`config.mk`:
```
export PLATFORM = sky130hd
export DESIGN_NAME = fwd_ctrl_unit
export DESIGN_NICKNAME = d
export VERILOG_FILES = /design/src/rtl/fwd_ctrl_unit_pkg.sv /design/src/rtl/fwd_ctrl_unit_match.sv /design/src/rtl/fwd_ctrl_unit.sv
export SDC_FILE = /design/constraint.sdc
export NUM_CORES = 1
export LEC_CHECK = 0
export BUFFER_PORTS_ARGS = -buffer_cell sky130_fd_sc_hd__buf_2
export CORE_UTILIZATION = 50
export DETAILED_ROUTE_END_ITERATION = 16
export HOLD_SLACK_MARGIN = 0.1
export PLACE_DENSITY_LB_ADDON = 0.1
export SETUP_SLACK_MARGIN = 0.02
export SYNTH_ARGS = -nofsm -noshare
export SYNTH_HDL_FRONTEND = slang
export SYNTH_SLANG_ARGS = --single-unit
```
`constraint.sdc`:
```
create_clock -name in_clk -period 2.44 [get_ports in_clk]
set_clock_uncertainty 0.15 [all_clocks]
set_input_delay 0.61 -clock in_clk [delete_from_list [all_inputs] [get_ports in_clk]]
set_output_delay 0.61 -clock in_clk [all_outputs]
set_load 0.05 [all_outputs]
```
`src/rtl/fwd_ctrl_unit_pkg.sv`:
```
// Shared select encoding for the EX-stage operand forwarding muxes.
package fwd_ctrl_unit_pkg;

   // 2'b10 is deliberately unused.
   typedef enum logic [1:0] {
      SelBuf2    = 2'b00,
      SelAluBuf3 = 2'b01,
      SelMux5    = 2'b11
   } fwd_sel_e;

endpackage

```
`src/rtl/fwd_ctrl_unit_match.sv`:
```
// Forwarding select for one ID-stage operand, youngest in-flight producer first.
module fwd_ctrl_unit_match
   import fwd_ctrl_unit_pkg::*;
#(
   parameter int unsigned REG_ADDR_W = 4
) (
   input  logic                  id_valid,
   input  logic                  use_src,
   input  logic [REG_ADDR_W-1:0] src,
   input  logic                  ex_valid,
   input  logic                  ex_wr_en,
   input  logic                  ex_is_load,
   input  logic [REG_ADDR_W-1:0] ex_dest,
   input  logic                  mem_valid,
   input  logic                  mem_wr_en,
   input  logic [REG_ADDR_W-1:0] mem_dest,
   output fwd_sel_e              sel
);

   logic ex_hit;
   logic mem_hit;

   assign ex_hit  = ex_valid & ex_wr_en & (ex_dest == src);
   assign mem_hit = mem_valid & mem_wr_en & (mem_dest == src);

   // A load in EX cannot forward from the ALU; the stall path handles it.
   always_comb begin
      sel = SelBuf2;
      if (id_valid && use_src) begin
         if (ex_hit && !ex_is_load) begin
            sel = SelAluBuf3;
         end else if (mem_hit) begin
            sel = SelMux5;
         end
      end
   end

endmodule

```
`src/rtl/fwd_ctrl_unit.sv`:
```
// Operand-forwarding and load-use stall control for the EX-stage operand muxes.
// Optional stall statistics counter enabled by defining FWD_STATS_EN.
module fwd_ctrl_unit
   import fwd_ctrl_unit_pkg::*;
#(
   parameter int unsigned REG_ADDR_W = 4
`ifdef FWD_STATS_EN
   ,
   parameter int unsigned CNT_W      = 16
`endif
) (
   input  logic                  in_clk,
   input  logic                  in_reset,
   input  logic                  in_id_valid,
   input  logic [REG_ADDR_W-1:0] in_id_src1,
   input  logic [REG_ADDR_W-1:0] in_id_src2,
   input  logic                  in_id_use_src1,
   input  logic                  in_id_use_src2,
   input  logic [REG_ADDR_W-1:0] in_id_dest,
   input  logic                  in_id_wr_en,
   input  logic                  in_id_is_load,
   input  logic                  in_flush,
   output logic                  out_stall,
   output logic [1:0]            out_cntrl_m2,
   output logic [1:0]            out_cntrl_m3,
   output logic                  out_ex_valid
`ifdef FWD_STATS_EN
   ,
   output logic [CNT_W-1:0]      out_stall_count
`endif
);

   // EX entry (ID->EX buffer) and MEM entry (EX->MEM buffer). The WB entry is
   // never a forwarding source, so it needs no storage here.
   logic                  ex_valid_q;
   logic                  ex_wr_en_q;
   logic                  ex_is_load_q;
   logic [REG_ADDR_W-1:0] ex_dest_q;
   logic                  mem_valid_q;
   logic                  mem_wr_en_q;
   logic [REG_ADDR_W-1:0] mem_dest_q;
   fwd_sel_e              sel_m2_d;
   fwd_sel_e              sel_m3_d;
   fwd_sel_e              sel_m2_q;
   fwd_sel_e              sel_m3_q;
   logic                  load_use;

   fwd_ctrl_unit_match #(
      .REG_ADDR_W(REG_ADDR_W)
   ) u_match_op1 (
      .id_valid  (in_id_valid),
      .use_src   (in_id_use_src1),
      .src       (in_id_src1),
      .ex_valid  (ex_valid_q),
      .ex_wr_en  (ex_wr_en_q),
      .ex_is_load(ex_is_load_q),
      .ex_dest   (ex_dest_q),
      .mem_valid (mem_valid_q),
      .mem_wr_en (mem_wr_en_q),
      .mem_dest  (mem_dest_q),
      .sel       (sel_m2_d)
   );

   fwd_ctrl_unit_match #(
      .REG_ADDR_W(REG_ADDR_W)
   ) u_match_op2 (
      .id_valid  (in_id_valid),
      .use_src   (in_id_use_src2),
      .src       (in_id_src2),
      .ex_valid  (ex_valid_q),
      .ex_wr_en  (ex_wr_en_q),
      .ex_is_load(ex_is_load_q),
      .ex_dest   (ex_dest_q),
      .mem_valid (mem_valid_q),
      .mem_wr_en (mem_wr_en_q),
      .mem_dest  (mem_dest_q),
      .sel       (sel_m3_d)
   );

   assign load_use = in_id_valid & ex_valid_q & ex_wr_en_q & ex_is_load_q &
                     ((in_id_use_src1 & (in_id_src1 == ex_dest_q)) |
                      (in_id_use_src2 & (in_id_src2 == ex_dest_q)));

   assign out_stall    = load_use;
   assign out_cntrl_m2 = sel_m2_q;
   assign out_cntrl_m3 = sel_m3_q;
   assign out_ex_valid = ex_valid_q;

   always_ff @(posedge in_clk) begin
      if (in_reset) begin
         ex_valid_q   <= 1'b0;
         ex_wr_en_q   <= 1'b0;
         ex_is_load_q <= 1'b0;
         ex_dest_q    <= '0;
         mem_valid_q  <= 1'b0;
         mem_wr_en_q  <= 1'b0;
         mem_dest_q   <= '0;
         sel_m2_q     <= SelBuf2;
         sel_m3_q     <= SelBuf2;
      end else begin
         mem_valid_q <= ex_valid_q;
         mem_wr_en_q <= ex_wr_en_q;
         mem_dest_q  <= ex_dest_q;
         // Flush and stall both insert a bubble; the held ID instruction is
         // re-evaluated next cycle against the advanced pipeline.
         if (in_flush || load_use) begin
            ex_valid_q   <= 1'b0;
            ex_wr_en_q   <= 1'b0;
            ex_is_load_q <= 1'b0;
            ex_dest_q    <= '0;
            sel_m2_q     <= SelBuf2;
            sel_m3_q     <= SelBuf2;
         end else begin
            ex_valid_q   <= in_id_valid;
            ex_wr_en_q   <= in_id_valid & in_id_wr_en;
            ex_is_load_q <= in_id_valid & in_id_is_load;
            ex_dest_q    <= in_id_dest;
            sel_m2_q     <= sel_m2_d;
            sel_m3_q     <= sel_m3_d;
         end
      end
   end

`ifdef FWD_STATS_EN
   logic [CNT_W-1:0] stall_cnt_q;

   always_ff @(posedge in_clk) begin
      if (in_reset) begin
         stall_cnt_q <= '0;
      end else if (load_use && !in_flush && (stall_cnt_q != '1)) begin
         stall_cnt_q <= stall_cnt_q + CNT_W'(1);
      end
   end

   assign out_stall_count = stall_cnt_q;
`endif

endmodule

```
# After elaboration in Yosys (flattened, before gate mapping)
# Index checks and enable logic that the tools add are counted.
# word_totals
elab_cells	49
inputBits	20
ff_bits	17
# classes
n_mux	4
bitwise	17
eq_ne	6
reduce_logical	11
# op_table
op	n
== test 4 bit	6
AND 1 bit	14
OR reduction 4 bit	2
OR reduction 3 bit	2
logical AND 1 bit	4
two-way mux 2 bit	2
two-way mux 1 bit	2
NOT 1 bit	2
OR reduction 2 bit	1
zero test 1 bit	1
logical OR 1 bit	1
bitwise OR 1 bit	1

# Depth between registers and ports, before layout
# depth
ltp_word	6
ltp_mapped	5
mapped_depth_nobuf	4

# Hierarchy
# Synthesis repeated with hierarchy kept, for this count alone.
# unflattened
hier_cells	96
hier_area_um2	869.6
# by_module_without_submodules
mod	cells_each	instances	seq_area_each_um2	area_each_um2
fwd_ctrl_unit	62	1	340.3	594.3
fwd_ctrl_unit_match	17	2	0.0	137.6

# Worst setup path before layout
# No wires, ideal clock.
# synth_timing
kind	reg2out
start	register ex_valid_q (netlist: out_ex_valid)
end	output out_stall
arrival_time_ns	1.742
path_slack_ns	-0.062
n_path_buf	0
stages_incl_launch_ff	4
t_required_ns	1.680
path_cell_list	dfxtp_1 > and3_1 > nand3_1 > o22ai_1
# synth_between
elab_chain_len	4
# synth_lines
element	line	text
start: declaration	fwd_ctrl_unit.sv:35	logic ex_valid_q;
start signal: assignment	fwd_ctrl_unit.sv:114	ex_valid_q <= in_id_valid;
AND 1 bit (4 in a row)	fwd_ctrl_unit.sv:80	assign load_use = in_id_valid & ex_valid_q & ex_wr_en_q & ex_is_load_q &
end: declaration	fwd_ctrl_unit.sv:23	output logic out_stall,
# No other way between the ends.

# Worst setup path after layout
# layout_timing
start	input in_id_src1[2]
end	output out_stall
# layout_between
elab_chain_len	4
# layout_lines
element	line	text
start: declaration	fwd_ctrl_unit.sv:15	input logic [REG_ADDR_W-1:0] in_id_src1,
== test 4 bit	fwd_ctrl_unit.sv:81	((in_id_use_src1 & (in_id_src1 == ex_dest_q)) |
AND 1 bit	fwd_ctrl_unit.sv:81	
bitwise OR 1 bit	fwd_ctrl_unit.sv:81	
AND 1 bit	fwd_ctrl_unit.sv:80	
# No other way between the ends.

==> results by group <==
Clock network
  • CTS clk-pin slew, worst paths: 0.09 ns
  • Clock sinks: 17
  • Clk Latency, worst-skew pair: slightly below 0.3 ns
  • Cts hold-fix bufs: 0
  • CTS buffer count: 3
  • Post-CTS Setup Inserts: 0
  • H-tree lvl count: 1
  • CTS tree: yes
  • Max clock buf depth: 2
  • Root buf cell: clkbuf_4
  • Post-CTS Resized: 0

Setup path
  • R2R cell count: 4
  • CP Launch Type: primary input
  • R2r startpoint: ex_dest_q[2]
  • Crit path from: in_id_src1[2]
  • Reg-to-reg slack, setup: 0.85 ns
  • Reg-to-reg critical path endpoint: out_cntrl_m2[0]
  • WS Path Type: primary input to output port
  • CP Cell Sequence: buf_2, xnor2_1, nand4_1, o22ai_2, buf_2
  • Critical Path RT: 1.68 ns
  • CP max stage cell: buf_2
  • Critical Path End: out_stall
  • Cell mode on critical path: buf_2
  • Crit. End Element: output port
  • Max incr delay on CP: between 0.2 and 0.3 ns
  • Crit path max fanout: 3
  • CP Data Arrival Time: between 1.5 and 2 ns

Floorplanning
  • Initial Util: 55.5%
  • DIE HEIGHT: 40.5 µm
  • I/O pin total: 26
  • Die W: 40.5 µm
  • CORE AREA: 1330 µm²
  • Die area: 1640 µm²
  • Row count: 13

Global route
  • Via count of the first global-routing pass: 457
  • Tot GR Track Use: between 10% and 20%
  • Grt ovf: 0
  • First-pass GRT wire length: 1.82 mm
  • Pin count of the biggest net entering global routing: 10
  • Initial antenna violation count: 0

Routing
  • Drt total wl: about 1.3 mm
  • Vias/cell: 4.94
  • DR pass1 iterations: 2
  • DR WL/cell: 10.7 µm
  • Residual DRC count: 0
  • Final antenna-violating net count: 0
  • 1st-iter DRT viols: 7
  • Total vias in the final route: between 600 and 700

Hold path
  • Worst min path class: register to register

Placement
  • Port Buf Inserts: 25
  • Pre-CTS WS: 0.133 ns
  • Post-Place Cells: 118
  • GPL Wtd Cong: 0.794
  • Cell area after placement: ~900 µm²
  • Hpwl dp: 1.05 mm

Pwr
  • P_leak: 0.407 nW
  • VDD IR max: 0.374 mV
  • Power Density: 542 nW/µm²

STA
  • TNS Setup: 0 ns
  • Slew @ Worst Pin: about 0.28 ns
  • RSZ-0062 raised after global routing: no
  • Slew Limit Headroom: 81.6%
  • Slew Limit Fails: 0
  • Final period util: between 90% and 100%
  • Final worst setup slack: about 0.14 ns
  • Final Critical Period: between 2 and 2.5 ns
  • F_max: 436 MHz
  • Final Hold Viols: 0
  • # setup viols final: 0

Yosys
  • Yosys reg bits: 17
  • Synth top area share: 45.9%
  • Top-count cell post-synth: dfxtp_1
  • Compound-gate portion of the synthesized area: 7.09%
  • Syn avg cell area: 9.62 µm²
  • Sequential cell area fraction in the yosys report: 45.9%
  • Post-synthesis simple-gate area fraction: 25.3%
  • Multiplexer share of the synthesized area: 0%
  • Syn_nets: 97
  • Area leader, netlist: dfxtp_1
  • Post-Syn Area: 741 µm²
  • Count of different cell masters after synthesis: 22
  • Ys flop type: dfxtp_1
  • FFs w/ async S/R, synth: 0%
  • Yosys Warn Count: 0
  • Largest family of logic cells by synthesized area: simple AND/OR/NAND/NOR gates
  • Largest cells by area after synthesis: dfxtp_1 (46%), xnor2_1 (13%), nor2b_1 (5.1%)
  • Syn Inst Count: 77
  • Post-synth EDFFs: 0
  • Synth cell count leaders: dfxtp_1 (17), xnor2_1 (11), nor2_1 (8)
  • Adder-Cell Fraction of Synth Area: 0%
  • Xor and xnor area share after synthesis: around 17%

Cells and area
  • Fin util: 69.0%
  • Final instance area: 921 µm²
  • Share of cells above drive strength 1: about a third
  • Fin cells: 122
  • Synthesis-to-finish area growth: 24.3%
  • Ant diodes: 0
  • # nets final: 128

Outcome
  • Outcome: finished, final reports clean

Job
  • Maximum capacitance violations: 0
## metal layers
metal / part of all wire (%) / global-route usage [%] / vias to the layer above
met3: 4.9 / 6.67 / 4
met1: 47 / 21.1 / 267
met4: 2.3 / 10.0 / 0
met5: 0 / 0 / -
met2: 45 / 27.4 / 17
li1: - / - / 315
## cell usage in the layout, fill, tap and decap left out
| cell type | count |
|---|---|
| clkbuf_1 | 1 |
| dfxtp_1 | 17 |
| nor2_1 | 8 |
| a221oi_1 | 1 |
| and3_1 | 1 |
| nand2_1 | 6 |
| nor3_1 | 1 |
| a211oi_2 | 1 |
| nand3_1 | 2 |
| a211oi_1 | 1 |
| nor4b_4 | 1 |
| clkbuf_4 | 3 |
| nand4_1 | 3 |
| or3_1 | 1 |
| buf_2 | 25 |
| nand3b_1 | 1 |
| or3_4 | 1 |
| xor2_1 | 3 |
| inv_1 | 7 |
| nor2b_1 | 6 |
| o22ai_2 | 1 |
| nor4b_1 | 1 |
| buf_4 | 2 |
| xnor2_1 | 11 |
| o221ai_1 | 2 |
## power breakdown
part           internal [mW]  switching, mW
sequential             0.284        0.00619
combinational         0.0310         0.0297
clock                 0.0635         0.0845
total                  0.379          0.120
## stage by stage
step           power [mW]  hold slack, ns
5_1_grt             0.525           0.357
3_3_place_gp        0.355           0.318
4_1_cts             0.502           0.331
3_5_place_dp        0.357           0.318
2_1_floorplan       0.329           0.302
6_report            0.499           0.330
## sequential cells by signal, summed over array words and instances, names as in the netlist
name          flops
ex_dest_q         4
mem_dest_q        4
out_cntrl_m2      2
out_cntrl_m3      2
ex_is_load_q      1
ex_wr_en_q        1
mem_valid_q       1
mem_wr_en_q       1
out_ex_valid      1
## critical path, delay by kind of cell
family | cells | cell delay, ns
compound gates | 1 | 0.19
xor+xnor | 1 | 0.14
simple gates | 1 | 0.19
buf+inv | 2 | 0.40
## worst min-delay path by stage
stage / from / end / cells past startpoint
6_report: ex_wr_en_q / mem_wr_en_q / 1
5_1_grt: ex_wr_en_q / mem_wr_en_q / 1
4_1_cts: ex_wr_en_q / mem_wr_en_q / 1
3_5_place_dp: ex_wr_en_q / mem_wr_en_q / 1
3_3_place_gp: ex_wr_en_q / mem_wr_en_q / 1
2_1_floorplan: ex_wr_en_q / mem_wr_en_q / 1
## area by class of cell
| cell class | count | area [µm²] |
|---|---|---|
| Sequential cell | 17 | 340 |
| Inverter | 7 | 26.3 |
| Fill cell | 115 | 413 |
| Timing Repair Buffer | 27 | 140 |
| Tap cell | 15 | 18.8 |
| Multi-Input combinational cell | 52 | 369 |
| Clock buffer | 4 | 26.3 |
## kinds of logic (layout without fill, tap and decap cells)
logic type | Yosys count | count (layout)
and+or+nand+nor | 32 | 32
xor gates and xnor gates | 14 | 14
AOI/OAI and AO/OA | 6 | 6
buffers and inverters | 8 | 38
DFF | 17 | 17
Power figures use the tool's default switching activity.
